**src/rtl/arm_pipe_pkg.sv**
```systemverilog
// Shared types and constants for the ARMv8 5-stage pipeline control blocks.
//   pipe_state_e : IF/ID stall controller state encoding (2 bits)
//   CTRL_W       : width of the decoded control bundle (Reg2Loc..RegWrite)
//   CTRL_BUBBLE  : control bundle value that turns an ID/EX slot into a no-op
package arm_pipe_pkg;

  typedef enum logic [1:0] {
    ST_RUN   = 2'd0,
    ST_STALL = 2'd1,
    ST_FLUSH = 2'd2
  } pipe_state_e;

  localparam int CTRL_W = 9;

  localparam logic [CTRL_W-1:0] CTRL_BUBBLE = '0;

endpackage

```
**src/rtl/if_id_stall_ctrl_sat_counter.sv**
```systemverilog
// Saturating up-counter used for pipeline event statistics.
//   clk   : rising-edge clock
//   rst_n : asynchronous reset, active low (clears count)
//   inc   : increment request for this cycle
//   count : current value; sticks at all-ones instead of wrapping
module sat_counter #(
  parameter int CNT_W = 16
) (
  input  logic             clk,
  input  logic             rst_n,
  input  logic             inc,
  output logic [CNT_W-1:0] count
);

  always_ff @(posedge clk or negedge rst_n) begin
    if (!rst_n) begin
      count <= '0;
    end else if (inc && (count != {CNT_W{1'b1}})) begin
      count <= count + 1'b1;
    end
  end

endmodule

```
**src/rtl/if_id_stall_ctrl.sv**
```systemverilog
// IF/ID pipeline register with load-use stall and branch-flush handling.
// Holds fetched PC/instruction, gates the PC register, and injects bubbles
// into the ID/EX control bundle.
//   clk, rst_n          : clock, asynchronous active-low reset
//   Stall, Flush        : hazard stall request, branch-taken squash (Flush wins)
//   PC_in, Instr_in     : fetch-stage PC and instruction
//   Ctrl_in             : control bundle decoded from Instr_out
//   PCWrite             : PC register enable (combinational)
//   PC_out, Instr_out   : IF/ID register contents
//   Valid_out           : IF/ID holds a live instruction
//   CtrlEX              : registered ID/EX control bundle (zero = bubble)
//   StallCnt, FlushCnt  : saturating event counters
//   StallErr            : sticky; a stall ran longer than MAX_STALL cycles
//
// state    | meaning
// ST_RUN   | normal fetch/decode flow
// ST_STALL | load-use stall in progress, run_len counts consecutive stalls
// ST_FLUSH | IF/ID and ID/EX control squashed by a taken branch
module if_id_stall_ctrl
  import arm_pipe_pkg::*;
#(
  parameter int PC_W      = 64,
  parameter int INSTR_W   = 32,
  parameter int CNT_W     = 16,
  parameter int MAX_STALL = 3
) (
  input  logic               clk,
  input  logic               rst_n,
  input  logic               Stall,
  input  logic               Flush,
  input  logic [PC_W-1:0]    PC_in,
  input  logic [INSTR_W-1:0] Instr_in,
  input  logic [CTRL_W-1:0]  Ctrl_in,
  output logic               PCWrite,
  output logic [PC_W-1:0]    PC_out,
  output logic [INSTR_W-1:0] Instr_out,
  output logic               Valid_out,
  output logic [CTRL_W-1:0]  CtrlEX,
  output logic [CNT_W-1:0]   StallCnt,
  output logic [CNT_W-1:0]   FlushCnt,
  output logic               StallErr
);

  localparam int RL_W = (MAX_STALL < 1) ? 1 : $clog2(MAX_STALL + 1);
  localparam logic [RL_W-1:0] RL_MAX = RL_W'(MAX_STALL);

  logic            stall_now;
  pipe_state_e     state, state_nxt;
  logic [RL_W-1:0] run_len, run_len_nxt;
  logic            err_nxt;

  // A flush overrides any stall request in the same cycle.
  assign stall_now = Stall & ~Flush;

  // The PC must keep advancing out of reset, hence the rst_n term.
  assign PCWrite = ~rst_n | ~stall_now;

  // IF/ID and ID/EX control registers
  always_ff @(posedge clk or negedge rst_n) begin
    if (!rst_n) begin
      PC_out    <= '0;
      Instr_out <= '0;
      Valid_out <= 1'b0;
      CtrlEX    <= CTRL_BUBBLE;
    end else if (Flush) begin
      PC_out    <= '0;
      Instr_out <= '0;
      Valid_out <= 1'b0;
      CtrlEX    <= CTRL_BUBBLE;
    end else if (Stall) begin
      CtrlEX    <= CTRL_BUBBLE;
    end else begin
      PC_out    <= PC_in;
      Instr_out <= Instr_in;
      Valid_out <= 1'b1;
      // Ctrl_in is decoded from Instr_out; an empty slot must not issue.
      CtrlEX    <= Valid_out ? Ctrl_in : CTRL_BUBBLE;
    end
  end

  // FSM state register
  always_ff @(posedge clk or negedge rst_n) begin
    if (!rst_n) begin
      state    <= ST_RUN;
      run_len  <= '0;
      StallErr <= 1'b0;
    end else begin
      state    <= state_nxt;
      run_len  <= run_len_nxt;
      StallErr <= err_nxt;
    end
  end

  // FSM next state; run_len counts stall edges so far in the current run,
  // so the error fires on stall number MAX_STALL+1.
  always_comb begin
    state_nxt   = state;
    run_len_nxt = run_len;
    err_nxt     = StallErr;
    case (state)
      ST_RUN, ST_FLUSH: begin
        run_len_nxt = '0;
        if (Flush) begin
          state_nxt = ST_FLUSH;
        end else if (Stall) begin
          state_nxt = ST_STALL;
          if (RL_MAX == '0) err_nxt = 1'b1;
          else              run_len_nxt = RL_W'(1);
        end else begin
          state_nxt = ST_RUN;
        end
      end
      ST_STALL: begin
        if (Flush) begin
          state_nxt   = ST_FLUSH;
          run_len_nxt = '0;
        end else if (Stall) begin
          if (run_len >= RL_MAX) err_nxt = 1'b1;
          else                   run_len_nxt = run_len + 1'b1;
        end else begin
          state_nxt   = ST_RUN;
          run_len_nxt = '0;
        end
      end
      default: begin
        state_nxt   = ST_RUN;
        run_len_nxt = '0;
      end
    endcase
  end

  sat_counter #(.CNT_W(CNT_W)) u_stall_cnt (
    .clk   (clk),
    .rst_n (rst_n),
    .inc   (stall_now),
    .count (StallCnt)
  );

  sat_counter #(.CNT_W(CNT_W)) u_flush_cnt (
    .clk   (clk),
    .rst_n (rst_n),
    .inc   (Flush),
    .count (FlushCnt)
  );

endmodule

```
**config.mk**
```make
export PLATFORM = sky130hd
export DESIGN_NAME = if_id_stall_ctrl
export DESIGN_NICKNAME = d
export VERILOG_FILES = /design/src/rtl/arm_pipe_pkg.sv /design/src/rtl/if_id_stall_ctrl_sat_counter.sv /design/src/rtl/if_id_stall_ctrl.sv
export SDC_FILE = /design/constraint.sdc
export NUM_CORES = 1
export LEC_CHECK = 0
export ABC_AREA = 0
export BUFFER_PORTS_ARGS = -buffer_cell sky130_fd_sc_hd__buf_2
export CORE_MARGIN = 2
export CORE_UTILIZATION = 35
export DETAILED_ROUTE_END_ITERATION = 10
export GPL_TIMING_DRIVEN = 0
export SLEW_MARGIN = 20
export SYNTH_ARGS = -nofsm -noshare
export SYNTH_HDL_FRONTEND = slang
export SYNTH_SLANG_ARGS = --single-unit
```
**constraint.sdc**
```tcl
create_clock -name clk -period 4.61 [get_ports clk]
set_input_delay 1.383 -clock clk [delete_from_list [all_inputs] [get_ports clk]]
set_output_delay 1.383 -clock clk [all_outputs]
set_load 0.03 [all_outputs]
```
### Word level (Yosys, flattened, before mapping)

Index checks and enable logic that the tools add are counted.

* flip-flop bits (word level): 143
* input port bits: 109
* output and inout port bits: 140
* logic and storage cells: 49

* add/sub/neg operators: 3
* magnitude comparators: 1
* equal/unequal tests: 7
* multiplexer cells: 19
* bitwise operators: 5
* reductions and logical operators: 5

Operators with widths (count)
* 2-to-1 mux 64 bit: 2
* 2-to-1 mux 32 bit: 2
* adder 16 x 1 -> 16 bit, second input constant: 2
* != test 16 bit, second input constant: 2
* 2-to-1 mux 9 bit: 3
* 2-to-1 mux 2 bit: 6
* one-hot mux 2 bit (2 select lines): 2
* 2-to-1 mux 1 bit: 4
* != test 4 bit, second input constant: 1
* AND reduction 4 bit: 1
* != test 3 bit, second input constant: 1
* inverter 1 bit: 3
* adder 2 x 1 -> 2 bit, second input constant: 1
* == test 2 x 1 -> 1 bit, second input constant: 1
* == test 2 bit, second input constant: 1
* >= comparator 2 bit, second input constant: 1
* logical AND 1 bit: 2
* logical NOT 2 bit: 1
* != test 2 x 1 -> 1 bit, second input constant: 1
* OR reduction 2 bit: 1
* AND 1 bit: 1
* OR 1 bit: 1

### Longest topological paths before layout

Gate-level depths: netlist of the first run.

* depth after elaboration: 5
* mapped depth: 5
* gate-level depth less buffers: 5

### Modules after synthesis

Synthesis of the first run repeated with hierarchy kept, for this count alone.

* cell total of the unflattened synthesis: 494
* area, all modules: 6148.4 µm²

Modules (own cells, without submodules)
* if_id_stall_ctrl: times used 1, cells each 350, area an instance 4429.2 µm²
* sat_counter: times used 2, cells each 72, area an instance 859.6 µm²

### Worst setup path after synthesis of the first run

No wires, ideal clock.

* path kind: input port to output port
* start: input port Stall
* end: output port PCWrite
* data arrival time: 1982 ps
* slack: 1245 ps
* stages on the path: 3
* path buffers: 1
* path through: buf_2 -> and2b_1 -> nand2_1

* word-level cells in the longest chain between the ends: 3

Ends and longest elaborated chain
* start: declaration: line if_id_stall_ctrl.sv:29 `input logic Stall,`
* AND 1 bit: line if_id_stall_ctrl.sv:53 `assign stall_now = Stall & ~Flush;`
* inverter 1 bit: line if_id_stall_ctrl.sv:56 `assign PCWrite = ~rst_n | ~stall_now;`
* OR 1 bit: line if_id_stall_ctrl.sv:56
* end: declaration: line if_id_stall_ctrl.sv:34 `output logic PCWrite,`

No other way between the ends.

### Final worst setup path of the first run

* start: input port rst_n
* end: output port PCWrite

* word-level cells in the longest chain between the ends: 2

Ends and longest elaborated chain
* start: declaration: line if_id_stall_ctrl.sv:28 `input logic rst_n,`
* inverter 1 bit: line if_id_stall_ctrl.sv:56
* OR 1 bit: line if_id_stall_ctrl.sv:56

No other way between the ends.

==> flow_metrics.env, run 1 <==
export IMPL_root_buffer="clkbuf_16"
export IMPL_min_path_type="reg2reg"
export IMPL_ys_seq_elements=143
export IMPL_layout_min_cycle_time_ns=3.866
export IMPL_setup_viol=0
export IMPL_clk_pin_slew_ns=0.06
export IMPL_place_hpwl_um=11420
export IMPL_ys_flop_type="dfrtp_1"
export IMPL_seqCellArea_um2=3578
export IMPL_synth_area_mux_share_pct=16.47
export IMPL_crit_path_max_fanout=79
export IMPL_hold_viol=0
export IMPL_fillers=1566
export IMPL_core_area_um2=16640
export IMPL_cts_buffer_depth=2
export IMPL_crit_chain="buf_8, buf_16, nand2_1, buf_2"
export IMPL_insertion_delay_ns=0.41
export IMPL_io_pins=249
export IMPL_synth_common_cells="dfrtp_1 (143), nor2_1 (103), mux2i_1 (97), nand2_1 (21)"
export IMPL_leakagePower_nw=4.543
export IMPL_cap_viol_max_count=0
export IMPL_period_share_pct=83.87
export IMPL_p_total_mw=3.450
export IMPL_synth_top_family_by_area="multiplexers"
export IMPL_async_flop_share_pct=100.0
export IMPL_htreeDepth=4
export IMPL_fin_ws_ns=0.7438
export IMPL_seq_area_frac_synth_pct=60.02
export IMPL_start_kind="input port"
export IMPL_drv_slew=0
export IMPL_port_buffers=248
export IMPL_drt_iter0_drc=166
export IMPL_antenna_found_initial=4
export IMPL_yosysTopAreaCellShare_pct=60.02
export IMPL_postCtsSetupBuffers=0
export IMPL_multi_input_area_um2=2275
export IMPL_slowest_stage="buf_16"
export IMPL_first_pass_iters=4
export IMPL_cts_hold_buf=0
export IMPL_slowest_delay_ns=0.39
export IMPL_place_congestion=0.8085
export IMPL_cts_made_buffers=17
export IMPL_rsz0062_at_grt="false"
export IMPL_grt_pass1_wl_um=24520
export IMPL_yosysTopAreaCell="dfrtp_1"
export IMPL_fp_dieArea_um2=18090
export IMPL_ir_drop_mv=0.2867
export IMPL_skew_ns=0.008309
export IMPL_clock_sinks=143
export IMPL_rows=47
export IMPL_end_kind="primary output"
export IMPL_overflow=0
export IMPL_wl_um=15170
export IMPL_syn_nets=605
export IMPL_syn_avg_cell_area_um2=12.09
export IMPL_dp_cells=962
export IMPL_relSlewSlack_pct=36.62
export IMPL_syn2layout_area_growth_pct=35.82
export IMPL_synth_xor_area_share_pct=4.407
export IMPL_tightestPinTransition_ns=0.9435
export IMPL_timing_fmax_mhz=258.7
export IMPL_vias=4603
export IMPL_synth_area_leaders="dfrtp_1 (60%), mux2i_1 (16%), nor2_1 (6.5%)"
export IMPL_synth_compound_area_share_pct=1.448
export IMPL_grt_usage_pct=17.20
export IMPL_dp_slack_ns=0.6794
export IMPL_synth_distinct_cells=34
export IMPL_layout_nets=873
export IMPL_first_global_vias=4887
export IMPL_antenna_left=0
export IMPL_die_h_um=134.5
export IMPL_initial_utilization_pct=35.82
export IMPL_viasPerCell=4.617
export IMPL_dieWidth_um=134.5
export IMPL_outcome="finished, final reports clean"
export IMPL_cts_resized=0
export IMPL_synth_simple_area_share_pct=15.19
export IMPL_post_route_drc_count=0
export IMPL_drive_gt1_share_pct=38.37
export IMPL_p_per_area_nw_per_um2=426.1
export IMPL_grt_max_degree=80
export IMPL_yosysWarnings=0
export IMPL_wire_per_inst_um=15.21
export IMPL_worstPathArrival_ns=2.48
export IMPL_yosys_area_share_adder_pct=0.6296
export IMPL_synth_most_common_cell="dfrtp_1"
export IMPL_finalNonFillerCells=997
export IMPL_worst_setup_path_type="in2out"
export IMPL_cp_required_ns=3.23
export IMPL_synth_edf_count=0
export IMPL_cts_tree="yes"
export IMPL_syn_cell_area_um2=5962
export IMPL_synthCells=493
## registers in the layout, indices dropped and copies added, names as in the netlist
name,cells
StallErr,1
CtrlEX,9
PC_out,64
state,2
u_flush_cnt.count,16
Instr_out,32
run_len,2
Valid_out,1
u_stall_cnt.count,16
## power breakdown
group          total (mW)  switching [mW]  internal (mW)
logic               0.640           0.421          0.219
registers            1.48           0.117           1.36
clock network        1.33           0.533          0.800
## cell usage in the layout, fill, tap and decap left out, types with 2 or more instances in the layout
master      count
inv_6           2
nand4_4         2
clkbuf_1       12
bufinv_16       2
xor2_1         15
clkinvlp_4      5
nand3_1         8
dfrtp_1       143
buf_2         259
nor3_1         10
and2_1          9
mux2i_1        97
clkbuf_16      17
inv_1           3
ha_1            3
diode_2         3
and4_1          2
and3_1          6
xnor2_1        15
nor2_1        103
nor4_1          5
nand4_1        11
nand2b_1        2
clkinv_4        2
a21oi_1         3
nand2_1        21
## worst paths after layout
kind	start	slack (ns)	to	depth (start not counted)
hold reg to reg	StallErr$_DFFE_PN0P_	0.47	StallErr$_DFFE_PN0P_	1
setup / recovery	rst_n	0.74	PCWrite	4
hold / removal	StallErr$_DFFE_PN0P_	0.47	StallErr$_DFFE_PN0P_	1
setup reg to reg	u_stall_cnt.count[0]$_DFFE_PN0P_	2.72	u_stall_cnt.count[9]$_DFFE_PN0P_	5
max in group asynchronous	rst_n	2.94	PC_out[44]$_DFFE_PN0P_	2
min in group asynchronous	rst_n	0.90	Instr_out[16]$_DFFE_PN0P_	1
## per-stage QoR
stage / cell area, um^2 / utilization (%) / TNS, ns / hold WS [ns]
floorplan: 5962 / - / 0 / 0.4503
global placement: 7478 / 44.94 / -0.9230 / 0.4549
detailed placement: 7516 / 45.16 / 0 / 0.4581
CTS: 8090 / 48.61 / 0 / 0.4724
global route: 8098 / 48.66 / 0 / 0.5042
finish: 8098 / 48.66 / 0 / 0.4674
## layout make-up
class	instances	share of cell area, %
clock inverter	12	1.700
antenna	3	0.09271
sequential	143	44.19
multi-input combinational	325	28.09
tap	220	3.399
buffer	22	1.205
clock buffer	20	5.392
inverter	3	0.1391
timing repair buffer	249	15.79
## worst max-delay path: cells and delay by family
kind          cells  cell delay [ns]
buf+inv           3             0.95
simple gates      1             0.09
## cell families after synthesis
kind of cell	after synthesis
buffers and inverters	25
AOI/OAI and AO/OA	9
adders and majority gates	3
xor gates and xnor gates	30
muxes	98
and+or+nand+nor	185
DFF	143
## per-layer routing
layer / share of wire [%] / track usage (%) / vias up
li1: - / - / 2212
met1: 42 / 21.31 / 2213
met2: 49 / 27.95 / 150
met3: 6.5 / 4.805 / 28
met4: 2.5 / 8.129 / 0
met5: 0 / 0 / -
(Power assumes the default switching activity.)
==> inputs of run 2 (changes only) <==
- ABC_AREA: 0 -> 1
- clock period: 4.61 -> 3.65 ns (I/O delays scaled with it)
==> run 2 against run 1 <==
Count of clock-buffer cells in the layout is 2 higher; clock skew down 0.0026 ns; via count up 5.5%; area after synthesis decreased by 2.4%; critical path depth up 4; die area is 2.4% lower; design area fell by 2.2%; core utilization decreased by 0.37 points; global-route usage increased by 0.98 points.
==> flow_metrics.env, run 2 <==
export IMPL_n_antenna_cell=0
export IMPL_crit_path_max_fanout=10
export IMPL_syn_avg_cell_area_um2=10.91
export IMPL_layout_nets=913
export IMPL_cp_num_buf_inv=6
export IMPL_period_share_pct=91.10
export IMPL_yosysWarnings=0
export IMPL_rows=47
export IMPL_vias=4856
export IMPL_synth_common_cells="dfrtp_1 (143), nand2_1 (126), a22o_1 (96), nor2_1 (36), inv_1 (31)"
export IMPL_clk_pin_slew_ns=0.06
export IMPL_multi_input_area_um2=1993
export IMPL_antenna_found_initial=0
export IMPL_syn_nets=645
export IMPL_synth_distinct_cells=28
export IMPL_dieWidth_um=132.9
export IMPL_synthCells=533
export IMPL_grt_usage_pct=18.18
export IMPL_synth_area_leaders="dfrtp_1 (62%), a22o_1 (14%), nand2_1 (8.1%)"
export IMPL_slowest_delay_ns=0.19
export IMPL_r2r_end="u_flush_cnt.count[6]$_DFFE_PN0P_"
export IMPL_cts_buffer_depth=2
export IMPL_initial_utilization_pct=35.45
export IMPL_place_hpwl_um=11350
export IMPL_wire_per_inst_um=15.30
export IMPL_reg2reg_depth=10
export IMPL_root_buffer="clkbuf_16"
export IMPL_rsz0062_at_grt="false"
export IMPL_worstPathArrival_ns=2.23
export IMPL_cts_resized=0
export IMPL_cp_required_ns=2.55
export IMPL_syn2layout_area_growth_pct=36.20
export IMPL_yosysTopAreaCell="dfrtp_1"
export IMPL_viasPerCell=4.696
export IMPL_cts_hold_buf=0
export IMPL_worst_setup_path_type="in2out"
export IMPL_synth_edf_count=0
export IMPL_largest_register_ffs=64
export IMPL_ys_flop_type="dfrtp_1"
export IMPL_hold_path_cell_count=1
export IMPL_fp_dieArea_um2=17670
export IMPL_timing_fmax_mhz=300.7
export IMPL_outcome="finished, final reports clean"
export IMPL_min_to="StallErr$_DFFE_PN0P_"
export IMPL_port_buffers=248
export IMPL_end_kind="primary output"
export IMPL_grt_pass1_wl_um=24980
export IMPL_die_h_um=132.9
export IMPL_dp_cells=1002
export IMPL_drt_iter0_drc=191
export IMPL_post_route_drc_count=0
export IMPL_wl_um=15820
export IMPL_overflow=0
export IMPL_skew_ns=0.005700
export IMPL_crit_start="Flush"
export IMPL_tightestPinTransition_ns=0.4725
export IMPL_seqCellArea_um2=3578
export IMPL_yosysTopAreaCellShare_pct=61.52
export IMPL_place_congestion=0.7647
export IMPL_drive_gt1_share_pct=38.33
export IMPL_syn_cell_area_um2=5817
export IMPL_top_register="PC_out"
export IMPL_ys_seq_elements=143
export IMPL_cp_top_family="buffers and inverters"
export IMPL_grt_max_degree=86
export IMPL_setup_viol=0
export IMPL_crit_chain="buf_2, inv_4, nand2_8, inv_4, buf_6, buf_6, nand2_1, buf_2"
export IMPL_rr_startpoint="u_flush_cnt.count[0]$_DFFE_PN0P_"
export IMPL_fillers=1560
export IMPL_cap_viol_max_count=0
export IMPL_first_global_vias=4672
export IMPL_start_kind="input port"
export IMPL_first_pass_iters=4
export IMPL_postCtsSetupBuffers=0
export IMPL_relSlewSlack_pct=68.50
export IMPL_cts_made_buffers=17
export IMPL_cts_tree="yes"
export IMPL_htreeDepth=4
export IMPL_worstHoldStart="StallErr$_DFFE_PN0P_"
export IMPL_p_total_mw=4.070
export IMPL_p_per_area_nw_per_um2=513.7
export IMPL_ir_drop_mv=0.3248
export IMPL_slowest_stage="buf_6"
export IMPL_reg_top3="PC_out x64, Instr_out x32"
export IMPL_hold_viol=0
export IMPL_layout_min_cycle_time_ns=3.325
export IMPL_final_common_cell="buf_2"
export IMPL_rrSetupSlack_ns=1.98
export IMPL_insertion_delay_ns=0.42
export IMPL_final_cell_mix="buf_2 (256), dfrtp_1 (143), nand2_1 (126)"
export IMPL_antenna_left=0
export IMPL_finalNonFillerCells=1034
export IMPL_async_flop_share_pct=100.0
export IMPL_seq_area_frac_synth_pct=61.52
export IMPL_clock_sinks=143
export IMPL_leakagePower_nw=4.284
export IMPL_min_path_type="reg2reg"
export IMPL_drv_slew=0
export IMPL_io_pins=249
export IMPL_core_area_um2=16410
export IMPL_synth_most_common_cell="dfrtp_1"
run 2: changes by cell type in the layout (fill, tap and decap cells not counted), sizes merged, moves of 9 or more:
cell | previous run | this run
nand2 | 21 | 134
mux2i | 97 | 0
a22o | 0 | 96
nor2 | 103 | 42
inv | 5 | 39
xor2 | 15 | 3
and2 | 9 | 0
run 2: per-layer routing:
layer	part of all wire, %	track usage, %
met5	0	0
met4	2.3	7.348
met3	5.2	4.291
met2	47	27.52
met1	46	25.25
run 2: cells by family (layout without fill, tap and decap cells):
group / count (synthesis) / after routing / synth area share [%]
AND/OR/NAND/NOR: 212 / 212 / 16.30
flip-flops: 143 / 143 / 61.52
AO/OA/AOI/OAI: 107 / 107 / 15.51
buffers and inverters: 56 / 337 / 4.216
XOR/XNOR: 12 / 12 / 1.807
adder cells (fa/ha/maj): 3 / 3 / 0.6454
run 2: report_power, final:
| part | switching (mW) | total [mW] | internal (mW) |
|---|---|---|---|
| registers | 0.0971 | 1.79 | 1.69 |
| clock network | 0.692 | 1.62 | 0.928 |
| logic | 0.433 | 0.659 | 0.226 |
| total | 1.22 | 4.07 | 2.85 |
run 2: final cells by class:
class | count | area share, %
sequential | 143 | 45.17
multi-input combinational | 334 | 25.16
timing repair buffer | 249 | 16.14
clock buffer | 22 | 5.985
tap | 220 | 3.474
inverter | 36 | 1.769
buffer | 20 | 1.327
clock inverter | 10 | 0.9792
run 2: how the worst max path moves through the flow:
stage,to,slack (ns),cells after the start
2_1_floorplan,PCWrite,0.78,6
3_3_place_gp,PCWrite,-1.42,3
3_5_place_dp,PCWrite,0.29,8
4_1_cts,PCWrite,0.29,8
5_1_grt,PCWrite,0.22,8
6_report,PCWrite,0.32,8
run 2: metrics by stage:
stage / cell area (um^2) / TNS (ns) / worst slack, ns / hold slack, ns / util (%)
floorplan: 5817 / 0 / 0.7848 / 0.4361 / -
global placement: 7333 / -93.02 / -1.417 / 0.4565 / 44.70
detailed placement: 7371 / 0 / 0.2921 / 0.4543 / 44.92
CTS: 7923 / 0 / 0.2866 / 0.4760 / 48.29
global route: 7923 / 0 / 0.2210 / 0.5017 / 48.29
finish: 7923 / 0 / 0.3247 / 0.4761 / 48.29
==> inputs of run 3 (changes only) <==
- PLACE_DENSITY: default -> 0.62
- SETUP_SLACK_MARGIN: default -> 0.05
- SKIP_CTS_REPAIR_TIMING: default -> 1
==> run 3 against run 2 <==
Clock power decreased by 4%; worst hold slack improved by 0.0018 ns; clock skew decreased by 0.0011 ns; sequential power about the same; via count decreased by 0.56%; critical path depth unchanged; global-route usage decreased by 0.41 points; count of clock-buffer cells in the layout decreased by 5; design area decreased by 0.41%; first-iteration DRC count increased by 12%; sequential cell count unchanged.
==> flow_metrics.env, run 3 (synthesis gave the netlist of run 2 again) <==
export IMPL_outcome="finished, final reports clean"
export IMPL_relSlewSlack_pct=65.07
export IMPL_power_frac_clock_pct=38.8
export IMPL_min_path_type="reg2reg"
export IMPL_final_cell_mix="buf_2 (256), dfrtp_1 (143), nand2_1 (126)"
export IMPL_crit_chain="buf_2, inv_4, nand2_8, inv_4, buf_6, buf_6, nand2_1, buf_2"
export IMPL_htreeDepth=4
export IMPL_timing_hold_ws_ns=0.4779
export IMPL_place_congestion=0.7854
export IMPL_post_route_drc_count=0
export IMPL_top_layer="met4"
export IMPL_largest_register_ffs=64
export IMPL_grt_usage_pct=17.77
export IMPL_syn2layout_area_growth_pct=35.64
export IMPL_setup_tns_ns=0
export IMPL_p_seq_share_pct=44.7
export IMPL_p_sw_share_pct=30.68
export IMPL_end_kind="primary output"
export IMPL_p_switching_mw=1.230
export IMPL_drive_gt1_share_pct=38.42
export IMPL_antenna_found_initial=0
export IMPL_dieWidth_um=132.9
export IMPL_fp_dieArea_um2=17670
export IMPL_reg2reg_depth=10
export IMPL_rsz0062_at_grt="false"
export IMPL_rows=47
export IMPL_grt_pass1_wl_um=24470
export IMPL_dp_cells=1002
export IMPL_rrSetupSlack_ns=1.97
export IMPL_multi_input_area_um2=1993
export IMPL_core_area_um2=16410
export IMPL_drt_iter0_drc=213
export IMPL_setup_viol=0
export IMPL_clk_pin_slew_ns=0.06
export IMPL_die_h_um=132.9
export IMPL_first_pass_iters=5
export IMPL_seqCellArea_um2=3578
export IMPL_overflow=0
export IMPL_cp_num_buf_inv=6
export IMPL_viasPerCell=4.679
export IMPL_hold_viol=0
export IMPL_root_buffer="clkbuf_16"
export IMPL_leakagePower_nw=4.275
export IMPL_clock_sinks=143
export IMPL_io_pins=249
export IMPL_vias=4829
export IMPL_place_hpwl_um=11160
export IMPL_p_per_area_nw_per_um2=508.3
export IMPL_initial_utilization_pct=35.45
export IMPL_reg_top3="PC_out x64, Instr_out x32"
export IMPL_skew_ns=0.004601
export IMPL_dr_wl_met3_um=895
export IMPL_cp_num_cells=8
export IMPL_grt_max_degree=79
export IMPL_timing_fmax_mhz=301.9
export IMPL_worstPathArrival_ns=2.22
export IMPL_drt_met1_wl_um=7335
export IMPL_wl_met2_um=7098
export IMPL_cp_top_family="buffers and inverters"
export IMPL_start_kind="input port"
export IMPL_hold_path_cell_count=1
export IMPL_slowest_stage="buf_2"
export IMPL_top_register="PC_out"
export IMPL_antenna_left=0
export IMPL_p_total_mw=4.010
export IMPL_first_global_vias=4550
export IMPL_p_int_mw=2.780
export IMPL_cts_buffer_depth=2
export IMPL_layout_min_cycle_time_ns=3.312
export IMPL_cts_tree="yes"
export IMPL_insertion_delay_ns=0.42
export IMPL_drv_slew=0
export IMPL_period_share_pct=90.74
export IMPL_tightestPinTransition_ns=0.5240
export IMPL_cp_required_ns=2.55
export IMPL_worst_setup_path_type="in2out"
export IMPL_slowest_delay_ns=0.19
export IMPL_layout_nets=913
export IMPL_cts_made_buffers=17
export IMPL_crit_path_max_fanout=10
export IMPL_port_buffers=248
export IMPL_cap_viol_max_count=0
export IMPL_n_antenna_cell=0
export IMPL_wl_um=15630
export IMPL_pwr_share_comb_pct=16.5
export IMPL_finalNonFillerCells=1032
export IMPL_ir_drop_mv=0.3100
export IMPL_fillers=1554
export IMPL_wire_per_inst_um=15.14
export IMPL_final_common_cell="buf_2"
[run 3: cell count changes in the layout (fill, tap and decap cells not counted), sizes merged]
cell,delta
clkbuf,-5
clkinv,+4
clkinvlp,-1
[run 3: layer usage]
| layer | global-route usage, % | vias up |
|---|---|---|
| met4 | 7.109 | 0 |
| met2 | 26.42 | 166 |
| met1 | 24.99 | 2275 |
| met3 | 4.368 | 19 |
| li1 | - | 2369 |
| met5 | 0 | - |
[run 3: worst paths after layout]
path                                                   from                               end
max                                                   Flush                           PCWrite
min                                    state[1]$_DFFE_PN0P_              state[1]$_DFFE_PN0P_
max reg2reg                u_flush_cnt.count[0]$_DFFE_PN0P_  u_flush_cnt.count[0]$_DFFE_PN0P_
min reg2reg                            state[1]$_DFFE_PN0P_              state[1]$_DFFE_PN0P_
max in group asynchronous                             rst_n  u_stall_cnt.count[5]$_DFFE_PN0P_
min in group asynchronous                             rst_n            PC_out[40]$_DFFE_PN0P_
[run 3: metrics by stage]
step                util, %  setup slack [ns]  instance area [um^2]
detailed placement    44.92            0.2818                  7371
global route          48.09            0.1948                  7890
finish                48.09            0.3379                  7890
CTS                   48.09            0.2824                  7890
floorplan                 -            0.7848                  5817
global placement      44.70            -1.393                  7333
[run 3: worst reg2reg max path, cell delays in order (launching register included)]
cell	delay, ns
dfrtp_1	0.45
ha_1	0.22
inv_1	0.07
nor2_2	0.17
nand2_1	0.13
inv_1	0.11
nand2_4	0.08
nand2_4	0.12
inv_2	0.09
nand2_1	0.07
nand2_1	0.05
[run 3: layout make-up]
class | count | area share, %
clock inverter | 13 | 1.189
multi-input combinational | 334 | 25.26
clock buffer | 17 | 5.392
buffer | 20 | 1.332
inverter | 36 | 1.776
timing repair buffer | 249 | 16.21
sequential | 143 | 45.35
tap | 220 | 3.489
[run 3: power groups by stage]
| stage | clock [mW] | combinational, mW | sequential [mW] |
|---|---|---|---|
| after floorplan | 0 | 0.193 | 2.02 |
| after global placement | 0 | 0.658 | 1.82 |
| after detailed placement | 0 | 0.671 | 1.82 |
| after CTS | 1.59 | 0.672 | 1.79 |
| after global routing | 1.67 | 0.716 | 1.81 |
| final | 1.56 | 0.662 | 1.79 |
